**config.mk**
```make
export PLATFORM = sky130hd
export DESIGN_NAME = fb_port_arbiter
export DESIGN_NICKNAME = d
export VERILOG_FILES = /design/src/rtl/fb_port_arbiter.sv
export SDC_FILE = /design/constraint.sdc
export NUM_CORES = 1
export LEC_CHECK = 0
export CORE_ASPECT_RATIO = 0.6
export CORE_MARGIN = 1.5
export CORE_UTILIZATION = 47
export DETAILED_ROUTE_END_ITERATION = 10
export GPL_TIMING_DRIVEN = 0
export HOLD_SLACK_MARGIN = 0.08
export PLACE_DENSITY_LB_ADDON = 0.25
export SLEW_MARGIN = 25
export SYNTH_ARGS = -nofsm -noshare
export SYNTH_HDL_FRONTEND = slang
export SYNTH_SLANG_ARGS = --single-unit
```
**constraint.sdc**
```tcl
create_clock -name clk -period 7.03 [get_ports clk]
set_input_delay 1.7575 -clock clk [delete_from_list [all_inputs] [get_ports clk]]
set_output_delay 1.7575 -clock clk [all_outputs]
set_load 0.1 [all_outputs]
```
**src/rtl/fb_port_arbiter.sv**
```systemverilog
// Shares a single-port image RAM: video scan reads have absolute priority, CPU uses spare slots.
// Latency: video request -> vid_rgb exactly 3 cycles; CPU write ack grant+1, CPU read ack grant+3.
// Backpressure: none on video; CPU held off via cpu_req/cpu_ack until a slot without video is free.
module fb_port_arbiter #(
    parameter int IMG_W = 200,
    parameter int IMG_H = 200,
    parameter int AW    = 16
) (
    input  logic          clk,
    input  logic          reset,
    input  logic          vid_valid,
    input  logic [9:0]    vid_x,
    input  logic [9:0]    vid_y,
    output logic [23:0]   vid_rgb,
    output logic          vid_rvalid,
    input  logic          cpu_req,
    input  logic          cpu_we,
    input  logic [AW-1:0] cpu_addr,
    input  logic [23:0]   cpu_wdata,
    output logic          cpu_ack,
    output logic [23:0]   cpu_rdata,
    output logic          mem_en,
    output logic          mem_we,
    output logic [AW-1:0] mem_addr,
    output logic [23:0]   mem_wdata,
    input  logic [23:0]   mem_rdata
);

    localparam logic [9:0]    X_LIM = 10'(IMG_W);
    localparam logic [9:0]    Y_LIM = 10'(IMG_H);
    localparam logic [AW-1:0] N_PIX = AW'(IMG_W * IMG_H);

    typedef enum logic [2:0] {
        S_IDLE,
        S_ISSUE_WR,
        S_ISSUE_RD,
        S_WAIT_RD,
        S_DONE_RD
    } state_t;

    state_t        r_state;
    state_t        w_state_nxt;
    logic          w_grant;

    logic          w_vid_hit;
    logic [AW-1:0] w_vid_addr;
    logic          w_cpu_ok;

    logic          w_mem_en_d;
    logic          w_mem_we_d;
    logic [AW-1:0] w_mem_addr_d;
    logic [23:0]   w_mem_wdata_d;

    logic          r_mem_en;
    logic          r_mem_we;
    logic [AW-1:0] r_mem_addr;
    logic [23:0]   r_mem_wdata;

    // Video valid and RAM-ownership tags: stage 1 aligns with mem_en, stage 2 with mem_rdata.
    logic          r_vid_v1;
    logic          r_vid_v2;
    logic          r_vid_hit1;
    logic          r_vid_hit2;
    logic          r_cpu_rd1;
    logic          r_cpu_rd2;

    logic [23:0]   r_vid_rgb;
    logic          r_vid_rvalid;
    logic          r_cpu_ack;
    logic [23:0]   r_cpu_rdata;

    // Area test and linear address are only meaningful inside the image, so no overflow there.
    assign w_vid_hit  = vid_valid && (vid_x < X_LIM) && (vid_y < Y_LIM);
    assign w_vid_addr = AW'(vid_y) * AW'(IMG_W) + AW'(vid_x);
    assign w_cpu_ok   = (cpu_addr < N_PIX);

    // CPU access sequencer: grant only from IDLE and only when video does not claim the next slot.
    always_comb begin
        w_state_nxt = r_state;
        w_grant     = 1'b0;
        case (r_state)
            S_IDLE: begin
                if (cpu_req && !w_vid_hit) begin
                    w_grant     = 1'b1;
                    w_state_nxt = cpu_we ? S_ISSUE_WR : S_ISSUE_RD;
                end
            end
            S_ISSUE_WR: w_state_nxt = S_IDLE;
            S_ISSUE_RD: w_state_nxt = S_WAIT_RD;
            S_WAIT_RD:  w_state_nxt = S_DONE_RD;
            S_DONE_RD:  w_state_nxt = S_IDLE;
            default:    w_state_nxt = S_IDLE;
        endcase
    end

    // Next RAM command: video owns the slot when it hits, otherwise a fresh CPU grant may use it.
    // Out-of-range CPU addresses still walk the sequencer but never touch the RAM.
    always_comb begin
        w_mem_en_d    = 1'b0;
        w_mem_we_d    = 1'b0;
        w_mem_addr_d  = '0;
        w_mem_wdata_d = '0;
        if (w_vid_hit) begin
            w_mem_en_d   = 1'b1;
            w_mem_addr_d = w_vid_addr;
        end else if (w_grant) begin
            w_mem_en_d    = w_cpu_ok;
            w_mem_we_d    = cpu_we && w_cpu_ok;
            w_mem_addr_d  = cpu_addr;
            w_mem_wdata_d = cpu_wdata;
        end
    end

    // State register, RAM command register and CPU response registers.
    always_ff @(posedge clk or posedge reset) begin
        if (reset) begin
            r_state     <= S_IDLE;
            r_mem_en    <= 1'b0;
            r_mem_we    <= 1'b0;
            r_mem_addr  <= '0;
            r_mem_wdata <= '0;
            r_cpu_rd1   <= 1'b0;
            r_cpu_rd2   <= 1'b0;
            r_cpu_ack   <= 1'b0;
            r_cpu_rdata <= '0;
        end else begin
            r_state     <= w_state_nxt;
            r_mem_en    <= w_mem_en_d;
            r_mem_we    <= w_mem_we_d;
            r_mem_addr  <= w_mem_addr_d;
            r_mem_wdata <= w_mem_wdata_d;
            r_cpu_rd1   <= w_grant && !cpu_we && w_cpu_ok;
            r_cpu_rd2   <= r_cpu_rd1;
            r_cpu_ack   <= (w_state_nxt == S_ISSUE_WR) || (w_state_nxt == S_DONE_RD);
            if (r_state == S_WAIT_RD) begin
                r_cpu_rdata <= r_cpu_rd2 ? mem_rdata : 24'h0;
            end
        end
    end

    // Fixed 3-stage video pipeline; returned data is taken only when the slot was a video read.
    always_ff @(posedge clk or posedge reset) begin
        if (reset) begin
            r_vid_v1     <= 1'b0;
            r_vid_v2     <= 1'b0;
            r_vid_hit1   <= 1'b0;
            r_vid_hit2   <= 1'b0;
            r_vid_rvalid <= 1'b0;
            r_vid_rgb    <= '0;
        end else begin
            r_vid_v1     <= vid_valid;
            r_vid_v2     <= r_vid_v1;
            r_vid_hit1   <= w_vid_hit;
            r_vid_hit2   <= r_vid_hit1;
            r_vid_rvalid <= r_vid_v2;
            r_vid_rgb    <= r_vid_hit2 ? mem_rdata : 24'h0;
        end
    end

    assign vid_rgb    = r_vid_rgb;
    assign vid_rvalid = r_vid_rvalid;
    assign cpu_ack    = r_cpu_ack;
    assign cpu_rdata  = r_cpu_rdata;
    assign mem_en     = r_mem_en;
    assign mem_we     = r_mem_we;
    assign mem_addr   = r_mem_addr;
    assign mem_wdata  = r_mem_wdata;

endmodule

```
# After elaboration in Yosys (flattened, before gate mapping)
# Index checks and enable logic that the tools add are counted.
[word_totals]
reg_bits = 101
input_bits = 89
out_inout_bits = 92
elab_cells = 49
[classes]
addsub = 1
multipliers = 1
n_lt_le_gt_ge = 3
n_eq_ne = 4
muxes = 15
reduce_logical = 10
[ops]
columns = ["operator", "count"]
rows = [
  ["24-bit 2-to-1 mux", 4],
  ["16-bit 2-to-1 mux", 2],
  ["10-bit by 8-bit less-than comparator with 1-bit output, second input constant", 2],
  ["16-bit by 10-bit adder with 16-bit output", 1],
  ["16-bit less-than comparator, second input constant", 1],
  ["10-bit by 5-bit multiplier with 13-bit output, second input constant", 1],
  ["3-bit one-hot mux with 3 select lines", 1],
  ["3-bit by 2-bit equality test with 1-bit output, second input constant", 2],
  ["1-bit logical AND", 6],
  ["1-bit 2-to-1 mux", 6],
  ["3-bit by 1-bit equality test with 1-bit output, second input constant", 1],
  ["3-bit equality test, second input constant", 1],
  ["3-bit logical NOT", 1],
  ["3-bit 2-to-1 mux", 1],
  ["1-bit logical NOT", 2],
  ["2-bit 2-to-1 mux", 1],
  ["1-bit logical OR", 1],
]

# Depth between registers and ports, before layout
# Gate-level depths: netlist of the first run.
[depth]
word_depth = 9
depth_mapped = 14
depth_no_buf = 14

# Worst setup path before layout of the first run
# No wires, ideal clock.
[synth_timing]
path_type = "in2reg"
from = "input port vid_y[2]"
to = "register r_mem_addr[14] (netlist: mem_addr[14])"
setup_ns = 0.077
arrival_ns = 4.614
t_required_ns = 6.953
slack_ns = 2.339
stages = 13
n_path_buf = 0
cell_sequence = "ha_1 ha_1 fa_1 ha_1 xnor2_1 ha_1 o21a_1 nor2_1 a211oi_1 and3_1 nand3_1 xor2_1 o21ai_1"
[synth_between]
elab_chain_len = 8
word_cells_on_any_way = 10
cone_classes = "add/sub: 1; mul: 1; order compare: 1; mux: 4; reduce/logical: 3"
[synth_rtl]
columns = ["item", "line", "source"]
rows = [
  ["start: declaration", "13", "input logic [9:0] vid_y,"],
  ["branches (longest 7 deep; another with 16-bit by 10-bit adder with 16-bit output)", "-", ""],
  ["16-bit 2-to-1 mux (*)", "103", "if (w_vid_hit) begin"],
  ["via w_mem_addr_d[14]", "51", "logic [AW-1:0] w_mem_addr_d;"],
  ["end signal: assignment", "130", "r_mem_addr <= w_mem_addr_d;"],
  ["end: declaration", "56", "logic [AW-1:0] r_mem_addr;"],
]
# Mark *: on every way through the listed nets, which the timed path passes.
# A chain may end at the register's enable or synchronous reset.

# Worst setup path after layout of the first run
[layout_timing]
from = "input port vid_y[3]"
to = "register r_mem_addr[14] (netlist: mem_addr[14])"
# Same word-level chain as after synthesis.

==> results.tsv, run 1 <==
metric	value	unit
pin_count	181	
clkPwrFrac	16.3	%
p_leak	3.171	nW
timing.final.crit_share	76.07	%
async_flop_share	100.0	%
root_buffer	clkbuf_16	
clk_pin_slew	0.07	ns
routed_via_density	5.065	
irDropWorstVdd	0.3093	mV
routed_wl	12240	um
worstSetupEndpoint	mem_addr[14]$_DFF_PP0_	
numCtsBuffers	9	
cpMostUsedCell	ha_1	
yosys_warnings	0	
synth_area	0.004666	mm2
antenna_found_initial	0	
fillers	643	
power_density	427.7	mW/mm2
finalMaxSlewViolations	0	
max-slew-margin-rel	31.46	%
postCtsSetupRepairBufs	0	
switching_share	52.91	%
first_pass_iters	4	
seq_power_share	26.3	%
ys_top_cells_by_area	dfrtp_1, ha_1, and2_1	
syn_nets	562	
crit_path_top_delay_cell	clkdlybuf4s50_1	
initial_core_util	49.68	%
antenna_left	0	
row_count	27	
diodes	0	
crit_cells	14	
maxCapViolations	0	
worstReg2RegEnd	cpu_rdata[7]$_DFFE_PP0N_	
worstSetupStartpointType	input pin	
vias	3829	
htree_levels	3	
cp_data_arrival_time	5.55	ns
period_minus_slack	5.347	ns
cts_resized	0	
tritoncts	done	
placed_cell_area	0.006663	mm2
critPathLaunch	vid_y[3]	
gp_congestion	0.8522	
rsz0062_at_grt	no	
layout_common_cells	clkdlybuf4s50_1, dfrtp_1, nand2_1	
die_w	131.6	um
wl_per_cell	16.19	um
setup_viol_count_final	0	
final.setup.tns	0	ns
drive_gt1_share	4.473	%
reg2reg_depth	6	
synth_top_area_share	54.17	%
ys_seq_area_share	54.17	%
r2r_setup_slack	5.26	ns
combPwrFrac	57.5	%
path_max_fanout	5	
grt_pass1_wl	19720	um
ys_seq_elements	101	
hold_viol	0	
cts_sinks	101	
drc_errors	0	
clock_path_buffers	2	
crit_chain	clkdlybuf4s50_1 > ha_1 > ha_1 > fa_1 > ha_1 > xnor2_1 > ha_1 > o21a_1 > nor2_1 > a211oi_1 > and3_1 > nand3_1 > xor2_1 > o21ai_1	
max_freq	187.0	MHz
slowest_delay	0.59	ns
grt_use_total	24.28	%
skew	0.008524	ns
end_kind	register	
cp.required	7.23	ns
worst_pin_slew	1.025	ns
intPower	1.401	mW
path_delay_family	adder cells	
synth_edf_count	0	
synth_area_leader_cell	dfrtp_1	
stdcell_area	0.006958	mm2
yosysUniqueCellTypes	45	
final_common_cell	clkdlybuf4s50_1	
hpwl	9418	um
area_delta_synth_final	49.13	%
io_buffers	180	
min_path_cells	0	
grt_max_degree	57	
postSynthCellCount	429	
core_area	0.009392	mm2
grt-ovfl-total	0	
drt_iter0_markers	159	
holdBufCountCts	0	
cp.buffers_inverters	1	
clock_latency	0.34	ns
status	completed	
die_h	80.18	um
synth_flop_cell	dfrtp_1	
postSynthAreaPerCell	10.88	um2
hold_class	register to register	
power.switching	1.575	mW
grt_pass1_vias	3940	
critPathKind	input pin to register	
r2r-start	r_state[0]$_DFF_PP0_	
die_area	0.01055	mm2
fin_nets	754	
[worst min path at each step]
stage / end / start / slack (ns)
after floorplan: r_cpu_rd2$_DFF_PP0_ / r_cpu_rd1$_DFF_PP0_ / 0.33
after global placement: r_vid_hit2$_DFF_PP0_ / r_vid_hit1$_DFF_PP0_ / 0.33
after CTS: r_vid_v2$_DFF_PP0_ / r_vid_v1$_DFF_PP0_ / 0.35
after global routing: r_vid_v2$_DFF_PP0_ / r_vid_v1$_DFF_PP0_ / 0.36
final: r_vid_v2$_DFF_PP0_ / r_vid_v1$_DFF_PP0_ / 0.35
after detailed placement: r_vid_v2$_DFF_PP0_ / r_vid_v1$_DFF_PP0_ / 0.34
[flip-flops by register name (all words and copies together) (netlist names), 3 cells and up]
register   cells
cpu_rdata     24
mem_addr      16
mem_wdata     24
r_state        3
vid_rgb       24
[synth_stat cells (all sizes together) (2+ instances only)]
library cell  number
clkbuf            11
nand4              2
o31ai              2
a22o               4
and2              50
nor3               3
xor2               6
fa                 6
o31a               2
a21boi             2
a21oi             10
ha                38
dfrtp            101
a31oi              2
inv               31
buf                3
a32o               2
xnor2             10
o21a               4
o21ai             38
nand2             67
nand3              5
o311ai             2
nor4               3
nor2              11
[final cells by class]
| cell class | instances | area (um2) | share of cell area, % |
|---|---|---|---|
| buffer | 14 | 56.30 | 0.8092 |
| inverter | 31 | 121.4 | 1.744 |
| clock inverter | 5 | 42.54 | 0.6114 |
| clock buffer | 11 | 252.7 | 3.632 |
| multi-input combinational | 283 | 1966 | 28.25 |
| tap | 130 | 162.7 | 2.338 |
| sequential | 101 | 2527 | 36.32 |
| timing repair buffer | 181 | 1829 | 26.29 |
[layer usage]
metal | GRT usage [%] | wire, um | up-vias | share of wire, %
li1 | - | - | 1807 | -
met1 | 30.59 | 5452 | 1838 | 45
met2 | 40.79 | 5649 | 172 | 46
met3 | 8.207 | 1021 | 12 | 8.3
met4 | 6.000 | 118 | 0 | 0.96
met5 | 0 | 0 | - | 0
[power groups by stage]
stage	Combinational (mW)	Sequential [mW]	Clock (mW)
after floorplan	0.341	1.72	0
after global placement	1.68	0.784	0
after detailed placement	1.71	0.792	0
after CTS	1.71	0.782	0.493
after global routing	1.78	0.798	0.516
final	1.71	0.782	0.484
[logic make-up (layout without fill, tap and decap cells)]
| kind of cell | count (synthesis) | in the layout | synth area share, % |
|---|---|---|---|
| simple gates | 149 | 149 | 15.96 |
| fa+ha+maj | 44 | 44 | 12.77 |
| xor+xnor | 16 | 16 | 3.165 |
| compound gates | 74 | 74 | 10.24 |
| buf+inv | 45 | 242 | 3.701 |
| flops | 101 | 101 | 54.17 |
[per-stage QoR]
step | utilization, % | power [mW] | hold slack, ns | worst slack [ns] | instances
2_1_floorplan | - | 2.058 | 0.3312 | 2.339 | 429
6_report | 74.09 | 2.976 | 0.3490 | 1.683 | 756
3_5_place_dp | 70.94 | 2.500 | 0.3371 | 1.387 | 740
3_3_place_gp | 70.60 | 2.466 | 0.3326 | 1.242 | 739
4_1_cts | 74.09 | 2.989 | 0.3529 | 1.741 | 756
5_1_grt | 74.09 | 3.095 | 0.3550 | 1.566 | 756
(Power assumes the default switching activity.)
==> run 2, diff against run 1 <==
- CORE_UTILIZATION: 47 -> 40
- clock period: 7.03 -> 4.8 ns (I/O delays scaled with it)
==> run 2 against run 1 <==
  * Die area increased by 17%
  * Routed wire length is essentially flat
  * First-iteration DRC count decreased by 1.9%
  * Register-to-register slack got worse by 2.2 ns
  * Critical path type unchanged
==> results.tsv, run 2 (synthesized netlist as in run 1, its figures left out) <==
metric	value	unit
seq_power_share	26.5	%
drt_iter0_markers	156	
row_count	30	
routed_via_density	4.718	
clock_latency	0.33	ns
fin_nets	754	
cts_resized	0	
routed_wl	12230	um
stdcell_area	0.006998	mm2
globalRouteMet1Util	27.98	%
cp.required	5.06	ns
grt-ovfl-total	0	
intPower	2.039	mW
path_delay_family	adder cells	
crit_chain	clkdlybuf4s50_1 > ha_1 > ha_1 > fa_1 > ha_1 > xnor2_1 > ha_1 > o21a_1 > nor2_1 > a211oi_2 > and3_1 > nand3_1 > xor2_1 > o21ai_1	
worst_pin_slew	1.041	ns
cp_data_arrival_time	4.83	ns
cpMostUsedCell	ha_1	
grt_pass1_wl	19250	um
holdBufCountCts	0	
clock_path_buffers	2	
setup_viol_count_final	0	
diodes	0	
pin_count	181	
max-slew-margin-rel	30.39	%
io_buffers	180	
met2_usage	32.95	%
switching_share	52.97	%
numCtsBuffers	9	
critPathKind	input pin to register	
regArea	0.002527	mm2
worst_hold_slack	0.3484	ns
hold_class	register to register	
irDropWorstVdd	0.3421	mV
die_area	0.01234	mm2
layout_common_cells	clkdlybuf4s50_1, dfrtp_1, nand2_1	
die_h	86.66	um
grt_pass1_vias	3752	
power.switching	2.296	mW
hold_viol	0	
maxCapViolations	0	
grt.busiest_layer	met2	
skew	0.007635	ns
core_area	0.01134	mm2
final_common_cell	clkdlybuf4s50_1	
slowest_delay	0.57	ns
wl_per_cell	15.58	um
cts_sinks	101	
path_max_fanout	5	
drc_errors	0	
antenna_left	0	
finalMaxSlewViolations	0	
clkPwrFrac	15.8	%
area_delta_synth_final	49.99	%
grt_use_total	20.42	%
grtUsageMet3	5.912	%
cp.buffers_inverters	1	
status	completed	
tritoncts	done	
max_freq	219.0	MHz
rsz0062_at_grt	no	
crit_path_top_delay_cell	clkdlybuf4s50_1	
htree_levels	3	
clk_pin_slew	0.07	ns
worstSetupStartpointType	input pin	
initial_core_util	41.16	%
fillers	930	
drive_gt1_share	4.640	%
root_buffer	clkbuf_16	
power	4.335	mW
multi_input_area	0.001976	mm2
antenna_found_initial	0	
die_w	142.4	um
dp_slack	-0.2038	ns
vias	3704	
hpwl	9758	um
p_leak	3.171	nW
grt_max_degree	79	
power_density	619.5	mW/mm2
fin_ws	0.2345	ns
period_minus_slack	4.566	ns
gp_congestion	0.7935	
end_kind	register	
postCtsSetupRepairBufs	0	
first_pass_iters	5	
timing.final.crit_share	95.12	%
placed_cell_area	0.006700	mm2
combPwrFrac	57.7	%
==> run 2: final timing paths <==
path                       slack (ns)                        end                 start  depth (start not counted)
min reg2reg                      0.35       r_vid_hit2$_DFF_PP0_  r_vid_hit1$_DFF_PP0_                          0
max                              0.23     mem_addr[14]$_DFF_PP0_              vid_y[3]                         14
max in group asynchronous        2.99      vid_rgb[23]$_DFF_PP0_                 reset                          3
min                              0.35       r_vid_hit2$_DFF_PP0_  r_vid_hit1$_DFF_PP0_                          0
min in group asynchronous        1.18    mem_wdata[14]$_DFF_PP0_                 reset                          2
max reg2reg                      3.02  cpu_rdata[11]$_DFFE_PP0N_  r_state[0]$_DFF_PP0_                          6
==> run 2: power groups by stage <==
stage	combinational, mW	sequential [mW]	clock, mW
finish	2.50	1.15	0.686
global route	2.61	1.17	0.741
CTS	2.51	1.15	0.707
detailed placement	2.50	1.16	0
global placement	2.47	1.15	0
floorplan	0.499	2.51	0
==> run 2: final cells by class <==
| type | instances | area share (%) |
|---|---|---|
| Inverter | 31 | 1.734 |
| Buffer | 14 | 0.8046 |
| Sequential cell | 101 | 36.12 |
| Clock buffer | 10 | 3.415 |
| Clock inverter | 5 | 0.6973 |
| Timing Repair Buffer | 181 | 26.14 |
| Tap cell | 160 | 2.861 |
| Multi-Input combinational cell | 283 | 28.23 |
==> run 2: metrics by stage <==
step	TNS, ns	util, %	cells
2_1_floorplan	0	-	429
3_3_place_gp	-43.85	58.82	769
3_5_place_dp	-0.2654	59.11	770
4_1_cts	0	61.64	785
5_1_grt	0	61.73	785
6_report	0	61.73	785
==> run 2: per-layer routing <==
| metal | vias to the layer above | share of wire (%) |
|---|---|---|
| li1 | 1798 | - |
| met1 | 1761 | 47 |
| met2 | 139 | 44 |
| met3 | 6 | 8.2 |
| met4 | 0 | 0.48 |
| met5 | - | 0 |
==> run 3, diff against run 2 <==
- CORE_ASPECT_RATIO: 0.6 -> 1.2
- SLEW_MARGIN: 25 -> unset
==> run 3 against run 2 <==
  * Sequential cell count stayed put
  * Routed wire length shrank 6.9%
  * First-iteration DRC count shrank 22%
  * Hold slack worse by 0.00059 ns
  * Critical path depth unchanged
  * Clock power up 15%
  * Core utilization down 0.51 points
  * Sequential power is essentially flat
  * Die area is 0.15% lower
  * Critical path type unchanged
  * Largest power group unchanged
  * Highest routed layer unchanged
==> results.tsv, run 3 (synthesized netlist as in run 1, its figures left out) <==
metric	value	unit
cts_sinks	101	
grt-ovfl-total	0	
worst_pin_slew	1.013	ns
final.setup.tns	0	ns
routed_wl	11390	um
status	completed	
routed_via_density	4.687	
numCtsBuffers	9	
htree_levels	3	
p_leak	3.194	nW
die_w	101.6	um
multi_input_area	0.001966	mm2
placed_cell_area	0.006686	mm2
root_buffer	clkbuf_16	
holdBufCountCts	0	
setup_viol_count_final	0	
min_from	r_vid_hit1$_DFF_PP0_	
io_buffers	180	
tritoncts	done	
wl_per_cell	14.56	um
core_area	0.01146	mm2
clock_latency	0.33	ns
first_pass_iters	4	
cts_resized	0	
rsz0062_at_grt	no	
placedCellCount	767	
drive_gt1_share	4.160	%
max_freq	215.4	MHz
r2r-start	r_state[0]$_DFF_PP0_	
grt_use_total	18.63	%
path_max_fanout	5	
hold_class	register to register	
worstSetupStartpointType	input pin	
postCtsSetupRepairBufs	0	
die_area	0.01232	mm2
hpwl	9173	um
power	4.404	mW
stdcell_area	0.007015	mm2
maxCapViolations	0	
fin_nets	754	
antenna_found_initial	0	
critPathKind	input pin to register	
initial_core_util	40.71	%
grt_pass1_vias	3596	
die_h	121.3	um
power_density	627.8	mW/mm2
fillers	936	
drc_errors	0	
irDropWorstVdd	0.3605	mV
critPathLaunch	vid_y[3]	
area_delta_synth_final	50.36	%
cp_data_arrival_time	4.85	ns
clock_path_buffers	2	
cp.required	5.00	ns
stdcell_count	782	
max-slew-margin-rel	32.27	%
pin_count	181	
gp_congestion	0.7902	
regArea	0.002527	mm2
finalMaxSlewViolations	0	
final_common_cell	clkdlybuf4s50_1	
end_kind	register	
layout_common_cells	clkdlybuf4s50_1, dfrtp_1, nand2_1	
drt_iter0_markers	122	
row_count	43	
hold_viol	0	
grt_pass1_wl	17510	um
clk_pin_slew	0.06	ns
period_minus_slack	4.643	ns
timing.final.crit_share	96.73	%
skew	0.004454	ns
vias	3665	
antenna_left	0	
diodes	0	
grt_max_degree	60	
run 3: critical path: stages:
cell	delay [ns]
clkdlybuf4s50_1	0.56
ha_1	0.28
ha_1	0.32
fa_1	0.47
ha_1	0.37
xnor2_1	0.15
ha_1	0.30
o21a_1	0.12
nor2_1	0.07
a211oi_1	0.38
and3_1	0.27
nand3_1	0.11
xor2_1	0.17
o21ai_1	0.07
run 3: worst paths after layout:
| kind | to | slack (ns) | cells after the start |
|---|---|---|---|
| min | r_vid_hit2$_DFF_PP0_ | 0.35 | 0 |
| max reg2reg | cpu_rdata[10]$_DFFE_PP0N_ | 3.06 | 6 |
| min reg2reg | r_vid_hit2$_DFF_PP0_ | 0.35 | 0 |
| max in group asynchronous | cpu_rdata[1]$_DFFE_PP0N_ | 2.77 | 3 |
| max | mem_addr[14]$_DFF_PP0_ | 0.16 | 14 |
| min in group asynchronous | mem_wdata[23]$_DFF_PP0_ | 1.35 | 2 |
run 3: cell type report:
class                   count  share of cell area [%]
plain buffers              14                  0.8026
multi-input cells         283                   28.02
repair buffers            181                   25.97
inverters                  31                   1.694
clock inverters             5                   1.427
well taps                 157                   2.800
clock buffers              10                   3.264
flip-flops and latches    101                   36.03
run 3: layer usage:
metal | track usage, % | wire length [um] | vias up
met3 | 3.917 | 521 | 11
met2 | 34.88 | 6138 | 106
met5 | 0 | 0 | -
met1 | 21.12 | 4587 | 1750
li1 | - | - | 1798
met4 | 4.774 | 138 | 0
run 3: per-stage QoR:
| step | worst slack (ns) | hold WS, ns | utilization (%) |
|---|---|---|---|
| 2_1_floorplan | 0.6666 | 0.3312 | - |
| 3_3_place_gp | -0.3990 | 0.3322 | 58.15 |
| 3_5_place_dp | -0.1936 | 0.3347 | 58.35 |
| 4_1_cts | 0.1432 | 0.3496 | 61.22 |
| 5_1_grt | 0.02360 | 0.3531 | 61.22 |
| 6_report | 0.1568 | 0.3478 | 61.22 |
run 3: power breakdown:
part / switching (mW) / internal [mW]
Combinational: 1.85 / 0.620
Sequential: 0.0936 / 1.05
Clock: 0.287 / 0.504
Total: 2.23 / 2.17
